**src/rtl/ray_scheduler.sv**
```systemverilog
// Frame-level sequencer for ray_gen: walks pixels in raster order, issues one
// camera-space direction at a time and hands normalized rays to the marcher.
module ray_scheduler #(
    parameter int          H_PIXELS  = 320,
    parameter int          V_PIXELS  = 180,
    parameter int          PIX_SHIFT = 10,
    parameter logic [31:0] FOCAL     = 32'h0001_0000
) (
    input  logic                        clk_in,
    input  logic                        rst_in,
    input  logic                        frame_start_in,
    input  logic                        abort_in,
    output logic                        busy_out,
    output logic                        frame_done_out,
    output logic                        rg_start_out,
    output logic [31:0]                 rg_in_x_out,
    output logic [31:0]                 rg_in_y_out,
    output logic [31:0]                 rg_in_z_out,
    input  logic                        rg_done_in,
    input  logic [31:0]                 rg_out_x_in,
    input  logic [31:0]                 rg_out_y_in,
    input  logic [31:0]                 rg_out_z_in,
    output logic                        ray_valid_out,
    input  logic                        ray_ready_in,
    output logic [31:0]                 ray_x_out,
    output logic [31:0]                 ray_y_out,
    output logic [31:0]                 ray_z_out,
    output logic [$clog2(H_PIXELS)-1:0] ray_hcount_out,
    output logic [$clog2(V_PIXELS)-1:0] ray_vcount_out
);

    localparam int HW = $clog2(H_PIXELS);
    localparam int VW = $clog2(V_PIXELS);

    typedef enum logic [1:0] {
        IDLE,
        ISSUE,
        WAIT,
        PRESENT
    } state_t;

    state_t        state;
    logic [HW-1:0] hcount;
    logic [VW-1:0] vcount;
    logic [HW-1:0] next_h;
    logic [VW-1:0] next_v;
    logic          last_col;
    logic          last_row;

    // Screen-centred offsets: x grows to the right, y grows upward.
    function automatic logic [31:0] dir_x(input logic [HW-1:0] h);
        dir_x = (int'(h) - H_PIXELS / 2) <<< PIX_SHIFT;
    endfunction

    function automatic logic [31:0] dir_y(input logic [VW-1:0] v);
        dir_y = (V_PIXELS / 2 - int'(v)) <<< PIX_SHIFT;
    endfunction

    always_comb begin
        last_col = (hcount == HW'(H_PIXELS - 1));
        last_row = (vcount == VW'(V_PIXELS - 1));
        next_h   = last_col ? '0 : hcount + 1'b1;
        next_v   = last_col ? vcount + 1'b1 : vcount;
    end

    assign busy_out = (state != IDLE);

    always_ff @(posedge clk_in or posedge rst_in) begin
        if (rst_in) begin
            state          <= IDLE;
            hcount         <= '0;
            vcount         <= '0;
            frame_done_out <= 1'b0;
            rg_start_out   <= 1'b0;
            rg_in_x_out    <= '0;
            rg_in_y_out    <= '0;
            rg_in_z_out    <= '0;
            ray_valid_out  <= 1'b0;
            ray_x_out      <= '0;
            ray_y_out      <= '0;
            ray_z_out      <= '0;
            ray_hcount_out <= '0;
            ray_vcount_out <= '0;
        end else begin
            // NOTE: pulse outputs default low here and are raised only by the
            // branch that needs them; a later NBA in the same block wins.
            rg_start_out   <= 1'b0;
            frame_done_out <= 1'b0;

            if (abort_in && state != IDLE) begin
                state         <= IDLE;
                ray_valid_out <= 1'b0;
            end else begin
                case (state)
                    IDLE: begin
                        if (frame_start_in) begin
                            hcount       <= '0;
                            vcount       <= '0;
                            rg_in_x_out  <= dir_x('0);
                            rg_in_y_out  <= dir_y('0);
                            rg_in_z_out  <= FOCAL;
                            rg_start_out <= 1'b1;
                            state        <= ISSUE;
                        end
                    end
                    ISSUE: state <= WAIT;
                    WAIT: begin
                        if (rg_done_in) begin
                            ray_x_out      <= rg_out_x_in;
                            ray_y_out      <= rg_out_y_in;
                            ray_z_out      <= rg_out_z_in;
                            ray_hcount_out <= hcount;
                            ray_vcount_out <= vcount;
                            ray_valid_out  <= 1'b1;
                            state          <= PRESENT;
                        end
                    end
                    PRESENT: begin
                        if (ray_ready_in) begin
                            ray_valid_out <= 1'b0;
                            if (last_col && last_row) begin
                                frame_done_out <= 1'b1;
                                state          <= IDLE;
                            end else begin
                                hcount       <= next_h;
                                vcount       <= next_v;
                                rg_in_x_out  <= dir_x(next_h);
                                rg_in_y_out  <= dir_y(next_v);
                                rg_in_z_out  <= FOCAL;
                                rg_start_out <= 1'b1;
                                state        <= ISSUE;
                            end
                        end
                    end
                    default: state <= IDLE;
                endcase
            end
        end
    end

endmodule

```
**config.mk**
```make
export PLATFORM = sky130hd
export DESIGN_NAME = ray_scheduler
export DESIGN_NICKNAME = d
export VERILOG_FILES = /design/src/rtl/ray_scheduler.sv
export SDC_FILE = /design/constraint.sdc
export NUM_CORES = 1
export LEC_CHECK = 0
export CAP_MARGIN = 15
export CORE_MARGIN = 8
export CORE_UTILIZATION = 42
export CTS_CLUSTER_DIAMETER = 120
export DETAILED_ROUTE_END_ITERATION = 6
export PLACE_DENSITY = 0.84
export SYNTH_ARGS = -nofsm -noshare
export SYNTH_HDL_FRONTEND = slang
export SYNTH_SLANG_ARGS = --single-unit
export TNS_END_PERCENT = 20
```
**constraint.sdc**
```tcl
create_clock -name clk_in -period 6.6 [get_ports clk_in]
set_input_delay 1.32 -clock clk_in [delete_from_list [all_inputs] [get_ports clk_in]]
set_output_delay 1.32 -clock clk_in [all_outputs]
set_load 0.05 [all_outputs]
```
After elaboration in Yosys (flattened, before gate mapping)
Index checks and enable logic that the tools add are counted.

operators by class
  mux-type cells = 41
  equal/unequal tests = 11
  bitwise logic cells = 1
  add/subtract/negate cells = 4
  reductions and logical operators = 10

operator list
  operator                                                             count
  32-bit 2-to-1 mux                                                    9
  32-bit one-hot mux with 2 select lines                               3
  9-bit 2-to-1 mux                                                     4
  8-bit 2-to-1 mux                                                     4
  9-bit one-hot mux with 2 select lines                                1
  8-bit one-hot mux with 2 select lines                                1
  1-bit 2-to-1 mux                                                     12
  9-bit by 8-bit subtractor with 10-bit output, second input constant  1
  9-bit by 1-bit adder with 9-bit output, second input constant        1
  9-bit == test, second input constant                                 1
  3-bit != test, second input constant                                 3
  3-bit AND reduction                                                  3
  7-bit by 8-bit subtractor with 9-bit output, first input constant    1
  8-bit by 1-bit adder with 8-bit output, second input constant        1
  8-bit == test, second input constant                                 1
  2-bit 2-to-1 mux                                                     4
  2-bit one-hot mux with 4 select lines                                1
  2-bit != test, second input constant                                 3
  5-bit AND reduction                                                  1
  2-bit == test, second input constant                                 2
  1-bit one-hot mux with 2 select lines                                2
  2-bit nonzero test                                                   2
  3-bit nonzero test                                                   1
  2-bit by 1-bit == test with 1-bit output, second input constant      1
  other kinds (3)                                                      4

word-level totals
  word-level logic and storage cells = 81
  register bits after elaboration = 231
  output and inout port bits = 213
  bits of input ports = 102

Logic depth before layout (Yosys ltp)
  word-level depth = 6
  mapped depth = 13
  gate-level depth less buffers = 13

Worst setup path before layout
No wires, ideal clock.

  kind = in2reg
  start = input port abort_in
  end = register ray_x_out[0]
  buffers on the path = 2
  data required time = 6,475 ps
  library setup time = 125 ps
  setup slack = 3,933 ps
  cell stages on the path = 5
  data arrival time = 2,542 ps
  cell sequence = nor2b_1 > nor2_1 > clkbuf_1 > buf_2 > mux2_2

between the ends
  cells in the longest elaborated chain, start to end = 3

RTL lines
  element                        line  RTL
  start, declared                12    input logic abort_in,
  1-bit logical AND              90    if (abort_in && state != IDLE) begin
  1-bit NOT (no line)            -
  3-bit AND reduction (no line)  -
  end signal, assigned           109   ray_x_out <= rg_out_x_in;
  end, declared                  25    output logic [31:0] ray_x_out,

No other way between the ends.
A chain may end at the register's enable or synchronous reset.

Worst setup path after layout
  start = register state[1]
  end = output port busy_out

between the ends
  cells in the longest elaborated chain, start to end = 1

RTL lines
  element                 line  RTL
  start, declared         42    state_t state;
  start signal, assigned  70    state <= IDLE;
  start signal, assigned  91    state <= IDLE;
  start signal, assigned  103   state <= ISSUE;
  2-bit nonzero test      66    assign busy_out = (state != IDLE);
  end, declared           13    output logic busy_out,

No other way between the ends.

==> results_dict.tcl <==
set metrics [dict create \
    endpoint "busy_out" \
    critPathCaptureType "primary output" \
    nFillCells 1266 \
    antenna_found_initial 0 \
    finalHoldViolCount 0 \
    nNetsFinal 888 \
    status "finished clean" \
    cts_resized 0 \
    die-area_um2 20720 \
    dp_hpwl_mm 14.24 \
    crit_path_max_fanout 6 \
    cts_tree "done" \
    cts_root_buffer "clkbuf_16" \
    fin_crit_ps 3397 \
    grt_setup_unrepaired "no" \
    async_flop_share_pct 100.0 \
    fin_worst_skew_ps 7.603 \
    seq_area_um2 3729 \
    core.rowCount 46 \
    max_freq_mhz 294.4 \
    grt.overflow.total 0 \
    worstPathRequired_ps 5280 \
    finalSetupTns_ps 0 \
    rrSetupSlack_ps 3450 \
    post_drt_via_cell_ratio 4.861 \
    ir_worst_vdd_mv 0.3599 \
    numPortBuffers 263 \
    die_h_um 143.9 \
    wl_per_cell_um 19.08 \
    mostFrequentLayoutCell "clkdlybuf4s50_1" \
    drcViolationCount 0 \
    vias 4895 \
    initial_core_util_pct 43.13 \
    hp-class "register to register" \
    cap_violations 0 \
    path_clk_slew_ps 60 \
    avgSynthCellArea_um2 12.52 \
    wirelength_mm 19.21 \
    cts_setup_buffers 0 \
    leakage_uw 0.004235 \
    gp_congestion 0.8557 \
    synth-seq-cells 149 \
    r2r-end "rg_in_y_out[16]" \
    synthFlopType "dfrtp_1" \
    die_w_um 143.9 \
    diodes 0 \
    period_share_pct 51.47 \
    critPathKind "register to primary output" \
    htreeDepth 4 \
    synth_edf_count 0 \
    multiInputGateArea_um2 2575 \
    post-route-cell-area_um2 9950 \
    hold_buffers 0 \
    first_pass_iters 4 \
    numCtsBuffers 17 \
    yosys_warnings 0 \
    ioPinCount 315 \
    drt_iter0_drc 181 \
    start_kind "register" \
    syn_inst 549 \
    final_max_slew_viol_count 0 \
    area.growth.synth_to_final_pct 44.71 \
    worst_pin_slew_ps 929.6 \
    critPathLaunch "state[1]" \
    grt_max_degree 103 \
    holdWs_ps 485.9 \
    worstReg2RegStart "hcount[1]" \
    core_um2 15940 \
    synth_cell_types 54 \
    relSlewSlack_pct 38.02 \
    crit_arrival_ps 2080 \
    grt_pass1_wl_mm 28.72 \
    place_area_um2 9268 \
    cts_max_path_buffers 2 \
    ant_nets 0 \
    power.density_nw_per_um2 516.4 \
    r2r_cells 12 \
    tritoncts_num_sinks 149 \
    setup_viol_count_final 0 \
    netlist_area_um2 6875 \
    yosysSeqAreaShare_pct 54.23 \
    post_route_cells_drive_above_1_share_pct 20.10 \
    grt_pass1_vias 5194 \
    grt_use_total_pct 18.24 \
    most-common-layout-cells "263 x clkdlybuf4s50_1, 149 x dfrtp_1, 113 x mux2_2" \
    clock_latency_ps 420 \
]
-- metrics by stage --
step / setup slack [ps] / cells / total power, uW / util (%)
after floorplan: 1272 / 599 / 3173 / -
after global placement: 3318 / 976 / 3996 / 58.13
after detailed placement: 3196 / 976 / 4045 / 58.13
after CTS: 3184 / 1007 / 5194 / 62.41
after global routing: 3115 / 1007 / 5348 / 62.41
final: 3203 / 1007 / 5138 / 62.41
-- layout make-up --
| type | count | share of cell area [%] |
|---|---|---|
| well taps | 216 | 2.716 |
| multi-input cells | 336 | 25.88 |
| clock buffers | 17 | 4.276 |
| clock inverters | 14 | 2.578 |
| flip-flops and latches | 149 | 37.47 |
| inverters | 9 | 0.3898 |
| repair buffers | 266 | 26.69 |
-- flip-flops by register name, summed over array words and instances, names as in the netlist --
name            count
ray_y_out          32
rg_in_z_out         1
ray_valid_out       1
ray_hcount_out      9
rg_start_out        1
ray_x_out          32
rg_in_x_out         5
rg_in_y_out         8
ray_vcount_out      8
ray_z_out          32
vcount              8
state               2
frame_done_out      1
hcount              9
-- worst max-delay path: stages (launching register included) --
cell	delay, ps
dfrtp_1	430
inv_1	60
ha_1	250
inv_1	100
clkdlybuf4s50_1	810
-- kinds of logic (layout without fill, tap and decap cells) --
logic type | count (synthesis) | count (layout) | synth area share, %
muxes | 114 | 114 | 18.65
DFF | 149 | 149 | 54.23
buffers and inverters | 114 | 306 | 11.16
and+or+nand+nor | 84 | 84 | 6.151
AOI/OAI and AO/OA | 61 | 61 | 6.060
adders and majority gates | 7 | 7 | 1.274
xor gates and xnor gates | 19 | 19 | 2.420
other | 1 | 51 | 0.05454
-- worst min path at each step --
| stage | slack, ps | start | endpoint | depth (start not counted) |
|---|---|---|---|---|
| floorplan | 470 | state[0] | state[0] | 1 |
| global placement | 480 | rg_in_y_out[15] | rg_in_y_out[15] | 2 |
| detailed placement | 470 | rg_in_z_out[16] | rg_in_z_out[16] | 1 |
| CTS | 500 | rg_in_y_out[15] | rg_in_y_out[15] | 2 |
| global route | 510 | rg_in_z_out[16] | rg_in_z_out[16] | 1 |
| finish | 490 | rg_in_y_out[15] | rg_in_y_out[15] | 2 |
-- cell usage after synthesis, types with 2 or more instances --
library cell  count  share of area, %
nand3_1           5              0.36
a22o_1            3              0.38
nand4_1           7              0.64
buf_2            13              0.95
buf_4            84               9.2
dfrtp_1         149                54
a21o_1            4              0.44
nand2b_1          3              0.27
xor2_1           11               1.4
xnor2_1           8               1.0
nor2_1           27               1.5
o21ai_0          11              0.80
nor2b_1           3              0.27
inv_1             9              0.49
o21ai_1           2              0.15
mux2_2          113                19
nor3_1            3              0.22
and3_1            4              0.36
and2_1            3              0.27
clkbuf_1          7              0.38
ha_1              7               1.3
a21oi_1          20               1.5
a31oi_1           2              0.18
o31ai_1           3              0.33
nand2_1          19               1.0
-- report_power, final --
part           switching, uW  internal (uW)
clock network            380            744
registers                182           1240
logic                   1690            910
-- routing by layer --
metal	part of all wire, %	up-vias	GRT usage (%)
li1	-	2229	-
met1	34	2415	18.63
met2	51	226	31.69
met3	12	25	8.593
met4	1.8	0	7.139
met5	0	-	0
(Power assumes the default switching activity.)
